**config.mk**
```make
export PLATFORM = sky130hd
export DESIGN_NAME = mdu_iter
export DESIGN_NICKNAME = d
export VERILOG_FILES = /design/src/rtl/mdu_iter.sv
export SDC_FILE = /design/constraint.sdc
export NUM_CORES = 1
export LEC_CHECK = 0
export CORE_ASPECT_RATIO = 1.25
export CORE_UTILIZATION = 37
export DETAILED_ROUTE_END_ITERATION = 10
export SYNTH_ARGS = -nofsm -noshare
export SYNTH_HDL_FRONTEND = slang
export SYNTH_SLANG_ARGS = --single-unit
export TNS_END_PERCENT = 10
```
**constraint.sdc**
```tcl
create_clock -name clk -period 5 [get_ports clk]
set_input_delay 1 -clock clk [delete_from_list [all_inputs] [get_ports clk]]
set_output_delay 1 -clock clk [all_outputs]
set_load 0.05 [all_outputs]
```
**src/rtl/mdu_iter.sv**
```systemverilog
// Iterative multiply/divide unit producing {HI,LO} for the EX stage via one shared sequencer.
// Define MDU_ACCUM_EN to enable MADD/MADDU/MSUB/MSUBU accumulation against the latched hilo_i.
module mdu_iter #(
    parameter int DATA_W   = 32,
    parameter int MUL_STEP = 1
) (
    input  logic                  clk,
    input  logic                  rst,
    input  logic                  start_i,
    input  logic                  annul_i,
    input  logic [2:0]            op_i,
    input  logic [DATA_W-1:0]     opdata1_i,
    input  logic [DATA_W-1:0]     opdata2_i,
    input  logic [2*DATA_W-1:0]   hilo_i,
    output logic                  ready_o,
    output logic                  busy_o,
    output logic                  valid_o,
    output logic [2*DATA_W-1:0]   result_o,
    output logic                  div_zero_o
);

    localparam int RES_W     = 2 * DATA_W;
    localparam int MUL_ITERS = DATA_W / MUL_STEP;
    localparam int CNT_W     = $clog2(DATA_W + 1);

    typedef enum logic [2:0] {
        ST_IDLE = 3'd0,
        ST_MUL  = 3'd1,
        ST_DIV  = 3'd2,
        ST_FIX  = 3'd3,
        ST_DONE = 3'd4
    } state_t;

    state_t             state_r;
    state_t             state_next_s;
    logic [2:0]         op_eff_s;
    logic               is_signed_s;
    logic               is_div_s;
    logic               sign1_s;
    logic               sign2_s;
    logic               div_zero_s;
    logic               accept_s;
    logic [DATA_W-1:0]  mag1_s;
    logic [DATA_W-1:0]  mag2_s;
    logic [RES_W-1:0]   prod_s;
    logic [DATA_W-1:0]  quo_s;
    logic [DATA_W-1:0]  rem_s;
    logic [RES_W-1:0]   fixed_s;

    logic [RES_W-1:0]   acc_r;
    logic [RES_W-1:0]   mcand_r;
    logic [DATA_W-1:0]  opb_r;
    logic [CNT_W-1:0]   cnt_r;
    logic               is_div_r;
    logic               neg_r;
    logic               rem_neg_r;
    logic [RES_W-1:0]   result_r;
    logic               div_zero_r;
    logic               valid_r;
    logic               ready_r;
    logic               busy_r;
`ifdef MDU_ACCUM_EN
    logic               acc_en_r;
    logic               sub_r;
    logic [RES_W-1:0]   hilo_r;
`else
    logic               unused_hilo_s;
    assign unused_hilo_s = ^hilo_i;
`endif

    // Sum of the multiplicand shifted by each set bit of one MUL_STEP-wide multiplier slice.
    function automatic logic [RES_W-1:0] partial_prod(input logic [RES_W-1:0] mcand,
                                                      input logic [MUL_STEP-1:0] bits);
        logic [RES_W-1:0] sum;
        sum = {RES_W{1'b0}};
        for (int i = 0; i < MUL_STEP; i++) begin
            if (bits[i]) sum = sum + (mcand << i);
            else         sum = sum;
        end
        return sum;
    endfunction

    // One restoring step on {remainder, dividend/quotient}: shift in the next dividend bit and subtract if it fits.
    function automatic logic [RES_W-1:0] div_step(input logic [RES_W-1:0] rq,
                                                  input logic [DATA_W-1:0] dvsr);
        logic [DATA_W:0] trial;
        logic [DATA_W:0] diff;
        trial = {rq[RES_W-1:DATA_W], rq[DATA_W-1]};
        diff  = trial - {1'b0, dvsr};
        if (trial >= {1'b0, dvsr}) return {diff[DATA_W-1:0], rq[DATA_W-2:0], 1'b1};
        else                       return {trial[DATA_W-1:0], rq[DATA_W-2:0], 1'b0};
    endfunction

    // Operation decode and operand magnitudes for the accept edge.
    always_comb begin
`ifdef MDU_ACCUM_EN
        op_eff_s = op_i;
`else
        if (op_i[2]) op_eff_s = {2'b00, op_i[0]};
        else         op_eff_s = op_i;
`endif
        is_signed_s = ~op_eff_s[0];
        is_div_s    = (op_eff_s[2:1] == 2'b01);
        sign1_s     = is_signed_s & opdata1_i[DATA_W-1];
        sign2_s     = is_signed_s & opdata2_i[DATA_W-1];
        if (sign1_s) mag1_s = -opdata1_i;
        else         mag1_s = opdata1_i;
        if (sign2_s) mag2_s = -opdata2_i;
        else         mag2_s = opdata2_i;
        div_zero_s  = is_div_s & (opdata2_i == {DATA_W{1'b0}});
        accept_s    = (state_r == ST_IDLE) & start_i & ~annul_i;
    end

    // Sign correction and optional accumulate applied in FIX.
    always_comb begin
        if (neg_r) begin
            prod_s = -acc_r;
            quo_s  = -acc_r[DATA_W-1:0];
        end else begin
            prod_s = acc_r;
            quo_s  = acc_r[DATA_W-1:0];
        end
        if (rem_neg_r) rem_s = -acc_r[RES_W-1:DATA_W];
        else           rem_s = acc_r[RES_W-1:DATA_W];
        if (is_div_r)               fixed_s = {rem_s, quo_s};
`ifdef MDU_ACCUM_EN
        else if (acc_en_r & sub_r)  fixed_s = hilo_r - prod_s;
        else if (acc_en_r)          fixed_s = hilo_r + prod_s;
`endif
        else                        fixed_s = prod_s;
    end

    // Next-state logic; annul always returns to IDLE.
    always_comb begin
        state_next_s = state_r;
        if (annul_i) begin
            state_next_s = ST_IDLE;
        end else begin
            case (state_r)
                ST_IDLE: begin
                    if (!accept_s)            state_next_s = ST_IDLE;
                    else if (div_zero_s)      state_next_s = ST_DONE;
                    else if (is_div_s)        state_next_s = ST_DIV;
                    else if (MUL_ITERS > 1)   state_next_s = ST_MUL;
                    else                      state_next_s = ST_FIX;
                end
                ST_MUL, ST_DIV: begin
                    if (cnt_r == CNT_W'(1)) state_next_s = ST_FIX;
                    else                    state_next_s = state_r;
                end
                ST_FIX:  state_next_s = ST_DONE;
                ST_DONE: state_next_s = ST_IDLE;
                default: state_next_s = ST_IDLE;
            endcase
        end
    end

    // State register.
    always_ff @(posedge clk) begin
        if (!rst) state_r <= ST_IDLE;
        else      state_r <= state_next_s;
    end

    // Datapath: the accept edge already retires the first iteration, so the loop states run one cycle short.
    always_ff @(posedge clk) begin
        if (!rst) begin
            acc_r      <= {RES_W{1'b0}};
            mcand_r    <= {RES_W{1'b0}};
            opb_r      <= {DATA_W{1'b0}};
            cnt_r      <= {CNT_W{1'b0}};
            is_div_r   <= 1'b0;
            neg_r      <= 1'b0;
            rem_neg_r  <= 1'b0;
            result_r   <= {RES_W{1'b0}};
            div_zero_r <= 1'b0;
`ifdef MDU_ACCUM_EN
            acc_en_r   <= 1'b0;
            sub_r      <= 1'b0;
            hilo_r     <= {RES_W{1'b0}};
`endif
        end else begin
            case (state_r)
                ST_IDLE: begin
                    if (accept_s) begin
                        is_div_r   <= is_div_s;
                        neg_r      <= sign1_s ^ sign2_s;
                        rem_neg_r  <= sign1_s;
                        div_zero_r <= div_zero_s;
`ifdef MDU_ACCUM_EN
                        acc_en_r   <= op_eff_s[2];
                        sub_r      <= op_eff_s[1];
                        hilo_r     <= hilo_i;
`endif
                        if (div_zero_s) begin
                            result_r <= {opdata1_i, {DATA_W{1'b1}}};
                        end else if (is_div_s) begin
                            acc_r <= div_step({{DATA_W{1'b0}}, mag1_s}, mag2_s);
                            opb_r <= mag2_s;
                            cnt_r <= CNT_W'(DATA_W - 1);
                        end else begin
                            acc_r   <= partial_prod(RES_W'(mag1_s), mag2_s[MUL_STEP-1:0]);
                            mcand_r <= RES_W'(mag1_s) << MUL_STEP;
                            opb_r   <= mag2_s >> MUL_STEP;
                            cnt_r   <= CNT_W'(MUL_ITERS - 1);
                        end
                    end
                end
                ST_MUL: begin
                    acc_r   <= acc_r + partial_prod(mcand_r, opb_r[MUL_STEP-1:0]);
                    mcand_r <= mcand_r << MUL_STEP;
                    opb_r   <= opb_r >> MUL_STEP;
                    cnt_r   <= cnt_r - CNT_W'(1);
                end
                ST_DIV: begin
                    acc_r <= div_step(acc_r, opb_r);
                    cnt_r <= cnt_r - CNT_W'(1);
                end
                ST_FIX: begin
                    if (!annul_i) result_r <= fixed_s;
                end
                default: begin
                    acc_r <= acc_r;
                end
            endcase
        end
    end

    // Registered handshake outputs decoded from the next state.
    always_ff @(posedge clk) begin
        if (!rst) begin
            ready_r <= 1'b1;
            busy_r  <= 1'b0;
            valid_r <= 1'b0;
        end else begin
            ready_r <= (state_next_s == ST_IDLE);
            busy_r  <= (state_next_s == ST_MUL) || (state_next_s == ST_DIV) ||
                       (state_next_s == ST_FIX);
            valid_r <= (state_next_s == ST_DONE);
        end
    end

    assign ready_o    = ready_r;
    assign busy_o     = busy_r;
    assign valid_o    = valid_r;
    assign result_o   = result_r;
    assign div_zero_o = div_zero_r;

endmodule
```
==> impl_results.md <==
- GPL Wtd Cong: between 0.9 and 1
- Residual DRC: 0
- CP Capture Type: register
- PwrDens: 271 nW/µm²
- Nets: roughly 3,100
- Clock power share: around two fifths
- CP Max Fanout: 10
- Synth Warn #: 0
- Initial antenna violation count: 0
- Leading post-synthesis cells by cell area: dfxtp_1 (24%), a21oi_1 (7.8%), ha_1 (6.4%)
- Mapped Cells: 2,780
- Area grow syn2layout: 18.2%
- DR WL/cell: 22.5 µm
- Most common cell in the netlist: nor2_1
- Worst-skew pair later-pin latency: 0.59 ns
- Pleak: just over 9 nW
- Combinational family with the most area after synthesis: compound AO/OA/AOI/OAI gates
- Slowest CP cell: or4_4
- Combinational Power Share: 27.7%
- H-tree depth: 1
- Area share of the largest cell type after synthesis: 24.0%
- Worst Skew: 0.0250 ns
- Period minus WS final: 4.77 ns
- Detailed Route Iter0 Violations: 1,460
- Final hold vios: 0
- Final Max Tran Viols: 0
- Core area: 52,900 µm²
- Mux cell area share after synthesis: less than 1%
- Die width: 210 µm
- Number of synthesized flops with an enable pin: 0
- Die area: 54,900 µm²
- Post-synthesis cell type count: 90
- # hold bufs at CTS: 0
- Total global routing overflow: 0
- CP required: 5.51 ns
- Clk slew on worst S/H paths: 0.06 ns
- Synth cell count leaders: nor2_1 (338), a21oi_1 (312), nand2_1 (245), dfxtp_1 (239), o21ai_0 (188)
- Placed Cells: 3,519
- Via count: roughly 21,000
- Final non-filler cell total: 3,573
- Hold WC Path Type: register to register
- Starting Density: 37.7%
- Sequential Power Share: 33.2%
- Vias/cell: approximately 6
- Register bit total from synthesis: 239
- Buffer count from post-CTS setup fixing: 0
- Top delay family on crit path: simple AND/OR/NAND/NOR gates
- Top FF cell, synth: dfxtp_1
- Drt pass-1 iters: 5
- Setup violations, final: 0
- Internal: 4.21 mW
- Crit Path Category: input port to register
- FFs w/ async S/R, synth: 0%
- FILL cells: roughly 5,500
- Buf/Inv on CP: 2
- N_diodes: 0
- Compound-cell area share of the yosys netlist: 31.6%
- CP Data Arrival Time: 5.27 ns
- Die H: around 260 µm
- I/O Buffers: approximately 140
- Post-Synth Adder-Cell Area: 6.60%
- Largest stage delay, worst path: 0.55 ns
- Post-Syn Area: 20,000 µm²
- Tcrit/Tclk final: 95.4%
- Largest net degree at the start of global routing: 74
- Register Area: 4780 µm²
- Worst slew margin: 39.9%
- Core Rows: 94
- Unrepaired setup endpoints after global routing: no
- Share of cells above drive strength 1: 8.65%
- Final Total Pwr: 6.40 mW
- Mean Syn Cell Area: 7.18 µm²
- Worst vdd ir: 247 µV
- Number of global-route vias before repair: about 21,000
- CTS Root Cell: clkbuf_16
- Status: complete, no violations
- Max-cap violations: 0
- # clock sinks: between 200 and 250
- Sw Share: 34.2%
- Num CTS Buffers: 29
- Syn Nets: 3,019
- Startpoint types: input port
- DRT antenna net count: 0
- NetSw: 2.19 mW
- Setup TNS Final: 0 ns
- Critical-path cell list: clkdlybuf4s50_1 > or4_4 > or4b_4 > nor4b_4 > a31oi_1 > nor2b_2 > ha_1 > inv_1 > a21oi_1 > and4b_1 > nand4_1 > nor3_2 > nand4_4 > o21a_2 > o311a_1 > a2bb2oi_1 > o31ai_1
- Post-Synth XOR/XNOR Area: between 8 and 9%
- CTS tree: built
- Area leader, netlist: dfxtp_1
- CTS Buffer Depth: 3
- Final wirelength: 80,200 µm
- Post-DP HPWL: 61,300 µm
- # IOs: 203
- Tot GR Track Use: around 29%
- Post-synthesis simple-gate area fraction: 22.9%
- Worst Tran Pin Value: 0.879 ns
- First-pass GRT wire length: 123,000 µm
- Multi-input combinational cell area: 14,100 µm²
- Fmax: 210 MHz
- Resize count post-CTS: 0
- Register area share after synthesis: 24.0%
cell type report:
type,count,area share [%]
multi-input cells,2261,60.0
flip-flops and latches,239,20.3
repair buffers,265,10.1
well taps,672,3.56
clock buffers,35,3.38
clock inverters,19,1.33
inverters,82,1.32
flip-flops by register name, indices dropped and copies added (netlist names):
| signal | flops |
|---|---|
| div_zero_o | 1 |
| acc_r | 64 |
| ready_o | 1 |
| opb_r | 32 |
| neg_r | 1 |
| is_div_r | 1 |
| rem_neg_r | 1 |
| mcand_r | 63 |
| state_r | 3 |
| valid_o | 1 |
| cnt_r | 6 |
| result_o | 64 |
| busy_o | 1 |
power groups by stage:
stage / combinational [mW] / sequential [mW] / clock (mW)
finish: 1.77 / 2.13 / 2.50
global route: 1.93 / 2.13 / 2.61
CTS: 1.75 / 2.12 / 2.54
detailed placement: 1.75 / 2.16 / 0
global placement: 1.73 / 2.16 / 0
floorplan: 1.18 / 2.11 / 0
per-stage QoR:
step	hold WS (ns)	instance area (µm²)	util (%)	setup slack, ns
4_1_cts	0.466	23600	44.6	0.281
3_5_place_dp	0.455	22500	42.5	-0.305
2_1_floorplan	0.432	20000	-	0.599
6_report	0.461	23600	44.6	0.231
5_1_grt	0.493	23600	44.6	0.0856
3_3_place_gp	0.446	22500	42.5	-0.217
worst reg2reg max path: stages, from the launching register on:
cell and delay [ns]:
dfxtp_1 0.54, buf_4 0.36, and2_1 0.19, ha_1 0.29, and4_1 0.28, and4_1 0.31
o211ai_1 0.37, nand3_1 0.27, a21boi_1 0.29, a2bb2oi_1 0.21, buf_4 0.16, nand2b_1 0.10
a2111oi_0 0.63, buf_4 0.23, xnor2_1 0.11, nand2_1 0.07, a31oi_1 0.18
routing by layer:
| metal | track usage [%] | wire [µm] |
|---|---|---|
| met4 | 15.8 | 4740 |
| met1 | 32.1 | 31300 |
| met3 | 3.23 | 4240 |
| met5 | 0 | 0 |
| met2 | 52.7 | 39900 |
worst paths after layout:
check | startpoint | end | slack [ns] | depth (start not counted)
max reg2reg | opb_r[0] | acc_r[62] | 0.35 | 16
min reg2reg | result_o[32] | result_o[32] | 0.46 | 2
min | result_o[32] | result_o[32] | 0.46 | 2
max | opdata1_i[13] | acc_r[58] | 0.23 | 17
logic make-up (layout without fill, tap and decap cells):
group / count (synthesis) / in the layout
mux: 10 / 10
fa+ha+maj: 104 / 104
simple gates: 961 / 961
xor+xnor: 205 / 205
buf+inv: 280 / 401
flops: 239 / 239
compound gates: 981 / 981
cells in the final DEF, fill, tap and decap left out, types with 8 or more instances in the layout:
cell,count
a211oi_1,83
a21o_1,49
a21oi_1,311
a221oi_1,31
a22oi_1,42
a31oi_1,27
and2_1,65
and3_1,12
buf_4,122
bufinv_16,8
clkbuf_16,29
clkdlybuf4s50_1,137
dfxtp_1,239
ha_1,102
inv_1,81
mux2i_1,8
nand2_1,243
nand2b_1,19
nand3_1,59
nand4_1,34
nor2_1,334
nor2b_1,14
nor3_1,57
nor4_1,21
o211ai_1,28
o21a_1,18
o21ai_0,188
o21bai_1,22
o221a_2,20
o22ai_1,40
o31a_1,8
o31ai_1,26
o41ai_1,15
or2_2,14
or3_1,26
or4_1,16
xnor2_1,133
xor2_1,72
Power figures use the tool's default switching activity.
